[config.mk]
export PLATFORM = sky130hd
export DESIGN_NAME = traffic_sched
export DESIGN_NICKNAME = d
export VERILOG_FILES = /design/src/rtl/traffic_pkg.sv /design/src/rtl/phase_timer.sv /design/src/rtl/traffic_sched.sv
export SDC_FILE = /design/constraint.sdc
export NUM_CORES = 1
export LEC_CHECK = 0
export ABC_CLOCK_PERIOD_IN_PS = 4600
export CORE_MARGIN = 10
export CORE_UTILIZATION = 27
export CTS_CLUSTER_SIZE = 16
export DETAILED_ROUTE_END_ITERATION = 6
export PLACE_DENSITY = 0.48
export SLEW_MARGIN = 20
export SYNTH_ARGS = -nofsm -noshare
export SYNTH_HDL_FRONTEND = slang
export SYNTH_SLANG_ARGS = --single-unit
[constraint.sdc]
create_clock -name clk -period 4.6 [get_ports clk]
set_input_delay 0.92 -clock clk [delete_from_list [all_inputs] [get_ports clk]]
set_output_delay 0.92 -clock clk [all_outputs]
set_load 0.05 [all_outputs]
[src/rtl/traffic_pkg.sv]
// Shared lamp encodings and phase enumeration for the intersection scheduler.
package traffic_pkg;
   typedef logic [2:0] ryg_t;

   localparam ryg_t RED    = 3'b100;
   localparam ryg_t YELLOW = 3'b010;
   localparam ryg_t GREEN  = 3'b001;

   typedef enum logic [2:0] {HG, HY, ARH, CG, CY, ARC, PW} phase_t;
endpackage

[src/rtl/phase_timer.sv]
// Saturating down-counter that times each phase; done flags the last cycle of an interval.
module phase_timer #(
   parameter int            TW      = 4,
   parameter logic [TW-1:0] RST_VAL = '0
) (
   input  logic          clk,
   input  logic          rst,
   input  logic          load,
   input  logic [TW-1:0] load_val,
   output logic          done
);
   logic [TW-1:0] tmr_reg;

   always_ff @(posedge clk) begin
      if (rst) begin
         tmr_reg <= RST_VAL;
      end else if (load) begin
         tmr_reg <= load_val;
      end else if (tmr_reg != '0) begin
         tmr_reg <= tmr_reg - 1'b1;
      end
   end

   assign done = (tmr_reg == '0);
endmodule

[src/rtl/traffic_sched.sv]
// Two-road intersection phase scheduler with pedestrian crossing.
// Moore FSM; the timer is reloaded on every phase change.
module traffic_sched
   import traffic_pkg::*;
#(
   parameter int GREEN_MIN  = 8,
   parameter int CGREEN_MAX = 6,
   parameter int YELLOW_T   = 3,
   parameter int ALLRED_T   = 1,
   parameter int WALK_T     = 5,
   parameter int TW         = 4
) (
   input  logic       clk,
   input  logic       rst,
   input  logic       x,
   input  logic       ped_req,
   output logic [2:0] Hryg,
   output logic [2:0] Cryg,
   output logic       walk,
   output logic       ped_pending
);
   phase_t state_reg, state_next;
   logic   ped_pend_reg, ped_pend_next;
   logic   done;
   logic   load;
   logic [TW-1:0] load_val;

   function automatic logic [TW-1:0] dur_m1(input phase_t p);
      case (p)
         HG:       dur_m1 = TW'(GREEN_MIN - 1);
         HY, CY:   dur_m1 = TW'(YELLOW_T - 1);
         ARH, ARC: dur_m1 = TW'(ALLRED_T - 1);
         CG:       dur_m1 = TW'(CGREEN_MAX - 1);
         PW:       dur_m1 = TW'(WALK_T - 1);
         default:  dur_m1 = TW'(GREEN_MIN - 1);
      endcase
   endfunction

   phase_timer #(
      .TW      (TW),
      .RST_VAL (TW'(GREEN_MIN - 1))
   ) u_timer (
      .clk      (clk),
      .rst      (rst),
      .load     (load),
      .load_val (load_val),
      .done     (done)
   );

   always_ff @(posedge clk) begin
      if (rst) begin
         state_reg    <= HG;
         ped_pend_reg <= 1'b0;
      end else begin
         state_reg    <= state_next;
         ped_pend_reg <= ped_pend_next;
      end
   end

   always_comb begin
      state_next = state_reg;
      case (state_reg)
         HG:  if (done && (x || ped_pend_reg)) state_next = HY;
         HY:  if (done) state_next = ARH;
         ARH: if (done) state_next = ped_pend_reg ? PW : CG;
         CG:  if (done || !x) state_next = CY;
         CY:  if (done) state_next = ARC;
         ARC: if (done) state_next = ped_pend_reg ? PW : HG;
         PW:  if (done) state_next = HG;
         default: state_next = HG;
      endcase
   end

   assign load     = (state_next != state_reg);
   assign load_val = dur_m1(state_next);

   // Entering the walk phase serves the request, so the clear outranks a same-cycle press.
   always_comb begin
      ped_pend_next = ped_pend_reg;
      if (state_next == PW && state_reg != PW) begin
         ped_pend_next = 1'b0;
      end else if (ped_req && state_reg != PW) begin
         ped_pend_next = 1'b1;
      end
   end

   always_comb begin
      Hryg = RED;
      Cryg = RED;
      walk = 1'b0;
      case (state_reg)
         HG:      Hryg = GREEN;
         HY:      Hryg = YELLOW;
         CG:      Cryg = GREEN;
         CY:      Cryg = YELLOW;
         PW:      walk = 1'b1;
         default: ;
      endcase
   end

   assign ped_pending = ped_pend_reg;
endmodule

==> out/summary.txt <==
status: completed
sequential area share after synthesis: 27.5%
Lkg Pwr: 0.000267 uW
initial antenna violation count: 0
CTS root buf: clkbuf_4
Total Nets Final: 93
slew at the pin closest to its max-slew limit: 0.911 ns
post_cts resized: 0
Slew HR: 39.1%
Post-Synth Adder-Cell Area: 2.15%
Via density: 5.08
CP max FO: 18
PwrDens: 208 nW/um^2
WP data arrival: 2.04 ns
grt ovf: 0
max-slew violations: 0
total global-route track usage: 6.88%
clock transition at the registers of the reported paths: 0.06 ns
asr flop ratio synth: 0%
mux cell area share after synthesis: 0%
postcts setup bufs: 0
Worst EP required: 3.68 ns
Pwr Total: 152 uW
Fin. Hold Viols: 0
Antenna diodes: 0
CP Launch Type: flop
post-synthesis cell area: 582 um^2
DP Worst Slack: 1.91 ns
Synth Area in XOR/XNOR: 3.01%
max reg flops: 4
Compound-Gate Fraction of Synth Area: 27.7%
clock latency on the worst-skew pair: 0.26 ns
Syn Inst Count: 77
IO Port Bufs: 11
Area Growth Syn to Fin: 25.2%
fin crit share: 64.3%
Num CTS Buffers: 3
starting density of the core: 29.1%
commonest non-fill, non-tap cell in the layout: clkdlybuf4s50_1
core footprint: 2000 um^2
die width: 66.4 um
gpl congestion: 0.747
drt total wl: 1450 um
hpwl dp: 1090 um
maxcap violations: 0
reg-to-reg slack, setup: 2.47 ns
ranking of synthesized cells by area: dfxtp_1 28%, nor2b_1 6.5%, nor2_1 5.2%, a21oi_1 4.3%, o211ai_1 3.9%
fill cell count: 216
Final setup violation count: 0
most area-hungry cell type in the Yosys netlist: dfxtp_1
CTS max path bufs: 2
post-DR wirelength/cell: 12.8 um
crit path time final: 2.96 ns
main combinational cell family by area after synthesis: simple AND/OR/NAND/NOR gates
setup_tns: 0 ns
synthesized flop and latch total: 8
CP Capture Type: output port
Hold Slack: 0.557 ns
peak supply drop: 0.000158 V
Final WS setup: 1.64 ns
Post-route DRC: 0
largest net degree at the start of global routing: 19
Crit Path Category: reg2out
height of the die: 66.4 um
hold-fix buffers at CTS: 0
Final Core Density: 36.4%
RSZ-0062 raised after global routing: no
DIE AREA: 4410 um^2
CTS H-tree depth: 1
CTS Sinks: 8
simple-gate portion of the synthesized area: 32.9%
vias in the first global route: 546
Yosys top cell area share: 27.5%
syn_nets: 82
Final ANT Viol Nets: 0
first-pass GRT wire length: 2420 um
IO Count: 12
Synthesis Warnings: 0
Post-synth EDFFs: 0
Worst Clk Skew: 0.00487 ns
Fmax: 338 MHz
row count: 16
post-synth cell types: 33
commonest non-fill, non-tap cells in the layout: 11 x clkdlybuf4s50_1, 8 x nor2_1, 8 x dfxtp_1
TritonRoute pass-1 iters: 4
Synth Flop Type: dfxtp_1
CTS tree: yes
Hold/Removal Path Class: reg2reg
Avg Synthesized Cell Area: 7.56 um^2
share of cells above drive strength 1: 9.30%
Vias: 574
drt initial violations: 17
==> power breakdown <==
group | switching [uW] | leakage (uW) | internal (uW)
clock network | 24.4 | 0.0000138 | 29.9
registers | 4.17 | 0.0000655 | 72.6
logic | 10.0 | 0.000188 | 10.5
total | 38.6 | 0.000267 | 113
==> cell usage after synthesis, drive strengths merged (2+ instances only) <==
cell type  n
nand2      3
a21oi      5
or2        2
nor3       3
o21ai      3
nor4       3
clkbuf     4
inv        5
a211o      2
nor2b      6
nand2b     3
nor2       8
o211ai     3
dfxtp      8
==> metal layers <==
layer,track usage [%],part of all wire (%),vias to the layer above
met4,6.02,2.9,0
met5,0,0,-
met1,8.47,49,257
met3,1.69,6.8,5
met2,9.57,41,15
li1,-,-,297
==> path summary, 6_finish.rpt <==
kind / from / end / depth (start not counted)
setup / recovery: state_reg[2] / Cryg[1] / 3
hold / removal: u_timer.tmr_reg[3] / u_timer.tmr_reg[3] / 2
setup reg to reg: u_timer.tmr_reg[0] / state_reg[1] / 6
hold reg to reg: u_timer.tmr_reg[3] / u_timer.tmr_reg[3] / 2
==> final cells by class <==
cell class / instances / area [um^2] / share of cell area [%]
flip-flops and latches: 8 / 160 / 22.0
inverters: 5 / 18.8 / 2.58
well taps: 27 / 33.8 / 4.64
multi-input cells: 59 / 383 / 52.6
clock buffers: 3 / 22.5 / 3.09
repair buffers: 11 / 110 / 15.1
==> critical path: stages (launching register included) <==
cell	delay, ns
dfxtp_1	0.65
nand2b_1	0.15
nor2_1	0.15
clkdlybuf4s50_1	0.83
==> per-stage QoR <==
step / cell area [um^2] / std cells
5_1_grt: 728 / 113
4_1_cts: 728 / 113
2_1_floorplan: 582 / 77
3_5_place_dp: 706 / 110
6_report: 728 / 113
3_3_place_gp: 706 / 110
==> cells by family (layout without fill, tap and decap cells) <==
logic type / count (synthesis) / in the layout
buf+inv: 10 / 19
compound gates: 22 / 22
flops: 8 / 8
fa+ha+maj: 1 / 1
xor+xnor: 2 / 2
simple gates: 34 / 34
Power figures use the tool's default switching activity.
